## src/rtl/keypad_key_fifo_if.sv

```systemverilog
// Keypad key FIFO bus interface.
// Groups the key input, read/clear strobes and the FIFO status outputs.
//   key_in   : ASCII code from the scanner (0 = no key / ambiguous)
//   rd       : pop strobe, acts only while valid=1
//   clr_ovf  : clears the sticky overflow flag
//   data_out : head entry (show-ahead), 0 when empty
//   valid    : FIFO non-empty
//   count    : number of occupied entries
//   overflow : sticky flag, a qualified key was dropped while full
// master = the key source / reader, slave = the key FIFO block.
interface keypad_key_fifo_if #(
  parameter int DEPTH = 8
);
  localparam int CW = $clog2(DEPTH) + 1;

  logic [7:0]    key_in;
  logic          rd;
  logic          clr_ovf;
  logic [7:0]    data_out;
  logic          valid;
  logic [CW-1:0] count;
  logic          overflow;

  modport master (
    output key_in, rd, clr_ovf,
    input  data_out, valid, count, overflow
  );

  modport slave (
    input  key_in, rd, clr_ovf,
    output data_out, valid, count, overflow
  );
endinterface

```

## src/rtl/keypad_key_fifo.sv

```systemverilog
// Keypad key debouncer feeding a show-ahead key FIFO.
// A key code must be seen unchanged for DEBOUNCE consecutive clocks before it
// is pushed once; it must then be released (0) for DEBOUNCE clocks before a new
// press can be accepted, so holding a key never auto-repeats.
// Ports:
//   clk : single clock, rising edge
//   rst : synchronous, active-high reset
//   bus : keypad_key_fifo_if slave modport (key_in, rd, clr_ovf in;
//         data_out, valid, count, overflow out)
// All outputs come from registered state only; key_in and rd reach no output
// combinationally.
module keypad_key_fifo #(
  parameter int DEBOUNCE = 16,
  parameter int DEPTH    = 8
) (
  input  logic            clk,
  input  logic            rst,
  keypad_key_fifo_if.slave bus
);
  localparam int AW = $clog2(DEPTH);
  localparam int CW = AW + 1;
  localparam logic [16:0]   DB_TARGET = 17'(DEBOUNCE);
  localparam logic [CW-1:0] FULL_CNT  = CW'(DEPTH);

  typedef enum logic [1:0] {
    IDLE,
    PRESS_WAIT,
    HELD,
    RELEASE_WAIT
  } state_t;

  state_t      state;
  logic [7:0]  cand;
  logic [15:0] cnt;

  logic [16:0] cnt_inc;
  logic        cnt_done;
  logic        key_zero;
  logic        key_match;
  logic        press_done;

  logic [7:0]    mem [DEPTH];
  logic [AW-1:0] wp;
  logic [AW-1:0] rp;
  logic [CW-1:0] count_q;
  logic          ovf_q;

  logic valid;
  logic full;
  logic pop;
  logic push;
  logic ovf_set;

  // One extra bit so the "would reach DEBOUNCE" test cannot wrap.
  assign cnt_inc   = {1'b0, cnt} + 17'd1;
  assign cnt_done  = (cnt_inc == DB_TARGET);
  assign key_zero  = (bus.key_in == 8'd0);
  assign key_match = (bus.key_in == cand);

  // cand is never 0 in PRESS_WAIT, so a match implies a nonzero key.
  assign press_done = (state == PRESS_WAIT) && key_match && cnt_done;

  always_ff @(posedge clk) begin
    if (rst) begin
      state <= IDLE;
      cand  <= 8'd0;
      cnt   <= 16'd0;
    end else begin
      case (state)
        IDLE: begin
          if (!key_zero) begin
            cand  <= bus.key_in;
            cnt   <= 16'd1;
            state <= PRESS_WAIT;
          end
        end
        PRESS_WAIT: begin
          if (key_zero) begin
            state <= IDLE;
          end else if (key_match) begin
            if (cnt_done) begin
              state <= HELD;
            end else begin
              cnt <= cnt_inc[15:0];
            end
          end else begin
            // A different code restarts qualification with the new code.
            cand <= bus.key_in;
            cnt  <= 16'd1;
          end
        end
        HELD: begin
          if (key_zero) begin
            cnt   <= 16'd1;
            state <= RELEASE_WAIT;
          end
        end
        RELEASE_WAIT: begin
          if (!key_zero) begin
            state <= HELD;
          end else if (cnt_done) begin
            state <= IDLE;
          end else begin
            cnt <= cnt_inc[15:0];
          end
        end
        default: state <= IDLE;
      endcase
    end
  end

  assign valid = (count_q != '0);
  assign full  = (count_q == FULL_CNT);
  assign pop   = bus.rd && valid;
  // A simultaneous pop frees the slot, so a push into a full FIFO still lands.
  assign push    = press_done && (!full || pop);
  assign ovf_set = press_done && full && !pop;

  always_ff @(posedge clk) begin
    if (rst) begin
      wp      <= '0;
      rp      <= '0;
      count_q <= '0;
      ovf_q   <= 1'b0;
    end else begin
      if (push) begin
        wp <= wp + AW'(1);
      end
      if (pop) begin
        rp <= rp + AW'(1);
      end
      case ({push, pop})
        2'b10:   count_q <= count_q + CW'(1);
        2'b01:   count_q <= count_q - CW'(1);
        default: count_q <= count_q;
      endcase
      // Set has priority over a clear on the same edge.
      if (ovf_set) begin
        ovf_q <= 1'b1;
      end else if (bus.clr_ovf) begin
        ovf_q <= 1'b0;
      end
    end
  end

  // Storage is not reset; emptying the pointers discards its contents.
  always_ff @(posedge clk) begin
    if (push) begin
      mem[wp] <= cand;
    end
  end

  assign bus.valid    = valid;
  assign bus.data_out = valid ? mem[rp] : 8'd0;
  assign bus.count    = count_q;
  assign bus.overflow = ovf_q;
endmodule

```

## src/flat_wrapper.sv

```systemverilog
// flat-port wrapper written by rule: the top's interface ports become plain ports
module keypad_key_fifo_flat 
#(
  parameter int DEBOUNCE = 16,
  parameter int DEPTH    = 8
)
  (clk, rst, bus_key_in, bus_rd, bus_clr_ovf, bus_data_out, bus_valid, bus_count, bus_overflow);
  keypad_key_fifo_if #(.DEPTH(DEPTH)) bus_i ();
  input  logic clk;
  input  logic rst;
  input wire logic [$bits(bus_i.key_in)-1:0] bus_key_in;
  input wire logic [$bits(bus_i.rd)-1:0] bus_rd;
  input wire logic [$bits(bus_i.clr_ovf)-1:0] bus_clr_ovf;
  output wire logic [$bits(bus_i.data_out)-1:0] bus_data_out;
  output wire logic [$bits(bus_i.valid)-1:0] bus_valid;
  output wire logic [$bits(bus_i.count)-1:0] bus_count;
  output wire logic [$bits(bus_i.overflow)-1:0] bus_overflow;
  assign bus_i.key_in = bus_key_in;
  assign bus_i.rd = bus_rd;
  assign bus_i.clr_ovf = bus_clr_ovf;
  assign bus_data_out = bus_i.data_out;
  assign bus_valid = bus_i.valid;
  assign bus_count = bus_i.count;
  assign bus_overflow = bus_i.overflow;
  keypad_key_fifo #(.DEBOUNCE(DEBOUNCE), .DEPTH(DEPTH)) u_core (.clk(clk), .rst(rst), .bus(bus_i));
endmodule
```

## config.mk

```make
export PLATFORM = sky130hd
export DESIGN_NAME = keypad_key_fifo_flat
export DESIGN_NICKNAME = d
export VERILOG_FILES = /design/src/rtl/keypad_key_fifo_if.sv /design/src/rtl/keypad_key_fifo.sv /design/src/flat_wrapper.sv
export SDC_FILE = /design/constraint.sdc
export NUM_CORES = 1
export LEC_CHECK = 0
export CAP_MARGIN = 20
export CORE_MARGIN = 2
export CORE_UTILIZATION = 59
export DETAILED_ROUTE_END_ITERATION = 10
export PLACE_DENSITY_LB_ADDON = 0.08
export SYNTH_ARGS = -nofsm -noshare
export SYNTH_HDL_FRONTEND = slang
export SYNTH_SLANG_ARGS = --single-unit
```

## constraint.sdc

```tcl
create_clock -name clk -period 3.43 [get_ports clk]
set_input_delay 0.686 -clock clk [delete_from_list [all_inputs] [get_ports clk]]
set_output_delay 0.686 -clock clk [all_outputs]
set_load 0.01 [all_outputs]
```

==> impl_metrics.py, run 1 <==
metrics = {
    "routing": {
        "routed_wl_mm": 9.16,
        "via_per_inst": 5.87,
        "firstDrtPassIters": 4,
        "wl_per_cell_um": 17.1,
        "route.vias.total": 3138,
        "drc": 0,
        "drt_iter0_drc": 182,
        "postRouteAntennaNets": 0,
    },
    "synth": {
        "synth_ff_type": "edfxtp_1",
        "synthTopCellsByCount": "64 x edfxtp_1, 48 x nor2_1, 40 x dfxtp_1, 22 x mux2i_1, 19 x nand2_1",
        "synth.distinct_cells": 56,
        "yosysTopAreaCellShare_pct": 40.4,
        "synth_fp_nets": 396,
        "synth_edf_count": 64,
        "syn_area_um2": 4750,
        "syn_avg_cell_area_um2": 12.5,
        "yosysMostFrequentCell": "edfxtp_1",
        "yosysTopAreaCell": "edfxtp_1",
        "syn_inst": 380,
        "synth-async-reset-ratio_pct": 0,
        "yosysWarningCount": 0,
        "synth.area.top_cells": "edfxtp_1 40%, dfxtp_1 17%, mux4_2 7.6%, mux2i_1 4.6%, nor2_1 3.8%",
        "ys_seq_area_share_pct": 57.3,
        "synth_seq_cells": 104,
    },
    "timing": {
        "hold_slack_ns": 0.493,
        "max_freq_mhz": 326,
        "fin_skew_ns": 0.00802,
        "rsz0062_at_grt": "false",
        "tns_ns": 0,
        "slew_headroom_pct": 62.2,
        "finalCriticalPeriod_ns": 3.07,
        "setup_slack_ns": 0.362,
        "hold_violations": 0,
        "drv_slew": 0,
        "setup_violations": 0,
        "tightest_slew_ns": 0.567,
        "min_period_over_period_pct": 89.4,
    },
    "finish": {
        "fin_nets": 444,
        "nFillCells": 533,
        "final_util_pct": 70.5,
        "drive_gt1_share_pct": 17.3,
        "syn_to_final_growth_pct": 15.2,
        "multiInputGateArea_um2": 1920,
        "diodes": 0,
        "seq_area_um2": 2720,
    },
    "clock_network": {
        "cts_root_buffer": "clkbuf_8",
        "ctsHoldBuffers": 0,
        "cts.sinks": 104,
        "cts_tree": "yes",
        "cts-resized-gates": 0,
        "cts_buffers": 9,
        "clockBufferDepth": 2,
        "cts_setup_buffers": 0,
        "cts_max_level": 3,
        "worstSkewPairLatency_ns": 0.37,
        "clkTransAtPathRegs_ns": 0.10,
    },
    "run": {
        "cap_violations": 0,
    },
    "power": {
        "total_power_mw": 2.18,
        "leakage_nw": 1.73,
        "comb_power_share_pct": 2.2,
        "clkPwrFrac_pct": 36.1,
        "pwr-share-seq_pct": 61.7,
        "switching_power_mw": 0.477,
        "p_int_mw": 1.71,
        "peakVddDrop_mv": 0.230,
        "swShare_pct": 21.9,
        "powerDensity_nw_per_um2": 398,
    },
    "setup_path": {
        "cp.required_ns": 3.72,
        "cp_max_fo": 9,
        "rrSetupSlack_ns": 0.36,
        "worstSetupPathType": "reg -> reg",
        "cp.arrival_ns": 3.35,
        "critPathLaunchType": "register",
        "critPathCaptureType": "register",
    },
    "global_routing": {
        "grt_max_degree": 20,
        "use_met3_pct": 3.45,
        "grt_pass1_wl_mm": 15.1,
        "grtUsageMet2_pct": 40.2,
        "grt_antenna_before_repair": 0,
        "grtUsageMet1_pct": 28.2,
        "overflow": 0,
        "top_usage_layer": "met2",
        "grt_pass1_vias": 3044,
        "grt_use_total_pct": 22.9,
    },
    "die": {
        "fp.dieW_um": 93.8,
        "start_util_pct": 61.2,
        "pin_count": 26,
        "die-area_um2": 8790,
        "die_h_um": 93.8,
        "row_count": 32,
        "core_um2": 7770,
    },
    "place": {
        "gp_congestion": 0.854,
        "dp_slack_ns": 0.179,
        "port_buffers": 25,
        "post-dp-hpwl_mm": 6.57,
    },
    "hold_path": {
        "hold_class": "reg -> reg",
    },
    "outcome": {
        "status": "finished, final reports clean",
    },
}
==> stage by stage <==
| stage | area [µm²] | instances |
|---|---|---|
| after detailed placement | 5270 | 519 |
| after CTS | 5480 | 535 |
| final | 5480 | 535 |
| after global routing | 5480 | 535 |
| after floorplan | 4750 | 380 |
| after global placement | 5270 | 519 |
==> cell usage in the layout (no fill, tap or decap), drive strengths merged, types with 7 or more instances in the layout <==
cell type	instances
mux2i	22
nor3	14
nand3	15
clkdlybuf4s50	25
mux4	16
buf	27
nand4	12
nor2	48
dfxtp	40
a21oi	14
o21ai	10
nor4	7
nand2	19
edfxtp	64
clkbuf	9
xnor2	17
inv	16
==> state kept, by name (all words and copies together) (netlist names), named ones only <==
register             flops
u_core.mem              64
u_core.cnt              16
u_core.cand              8
u_core.bus.count         4
u_core.rp                3
u_core.wp                3
u_core.bus.overflow      1
u_core.state             1
==> worst max-delay path: stages, from the launching register on <==
cell and delay, ns:
dfxtp_1 0.51, nand4_4 0.23, nor4_1 0.45, xnor2_1 0.30, nand4_4 0.23, nor3_4 0.23, nor2_1 0.07, xor2_1 0.14
ha_1 0.29, nor2_1 0.04, mux2_1 0.28, a211oi_1 0.20
==> routing by layer <==
metal  part of all wire [%]  vias to the layer above
met3                    4.0                       15
met4                    2.1                        0
met5                      0                        -
met2                     51                       69
met1                     42                     1531
li1                       -                     1523
==> area by class of cell <==
class                      instances  share of cell area [%]
tap                              102                    2.33
clock buffer                       9                    2.26
timing repair buffer              52                    8.27
multi-input combinational        248                    35.0
sequential                       104                    49.7
inverter                          13                   0.891
clock inverter                     7                    1.55
==> worst paths after layout <==
kind	startpoint	end	cells after the start
max	u_core.cnt[3]$_SDFFE_PP0P_	u_core.bus.count[1]$_SDFFE_PP0P_	11
min	u_core.rp[1]$_SDFFE_PP0P_	u_core.rp[1]$_SDFFE_PP0P_	2
max reg2reg	u_core.cnt[3]$_SDFFE_PP0P_	u_core.bus.count[1]$_SDFFE_PP0P_	11
min reg2reg	u_core.rp[1]$_SDFFE_PP0P_	u_core.rp[1]$_SDFFE_PP0P_	2
==> power by group through the flow <==
stage	sequential (mW)	combinational (mW)	clock, mW
floorplan	1.37	0.0230	0
global placement	1.37	0.0465	0
detailed placement	1.37	0.0470	0
CTS	1.35	0.0473	0.808
global route	1.35	0.0513	0.853
finish	1.35	0.0473	0.789
==> kinds of logic (layout without fill, tap and decap cells) <==
kind of cell	after synthesis	in the layout	synth area share, %
AOI/OAI and AO/OA	47	47	6.82
xor gates and xnor gates	22	22	4.05
adders and majority gates	4	4	1.05
buffers and inverters	28	81	2.45
DFF	104	104	57.3
muxes	42	42	13.2
and+or+nand+nor	133	133	15.1
No activity file was read; power rests on OpenSTA's default activity.
==> run 2, diff against run 1 <==
--- a/config.mk
+++ b/config.mk
@@ -10,6 +10,7 @@
 export CORE_UTILIZATION = 59
 export DETAILED_ROUTE_END_ITERATION = 10
 export PLACE_DENSITY_LB_ADDON = 0.08
+export SLEW_MARGIN = 20
 export SYNTH_ARGS = -nofsm -noshare
 export SYNTH_HDL_FRONTEND = slang
 export SYNTH_SLANG_ARGS = --single-unit
==> results of run 2 <==
Final layout, timing and power as in run 1 (identical DEF).
==> run 3, diff against run 2 <==
--- a/config.mk
+++ b/config.mk
@@ -5,7 +5,7 @@
 export SDC_FILE = /design/constraint.sdc
 export NUM_CORES = 1
 export LEC_CHECK = 0
-export CAP_MARGIN = 20
+export CAP_MARGIN = 15
 export CORE_MARGIN = 2
 export CORE_UTILIZATION = 59
 export DETAILED_ROUTE_END_ITERATION = 10
==> results of run 3 <==
Final layout, timing and power as in run 1 (identical DEF).
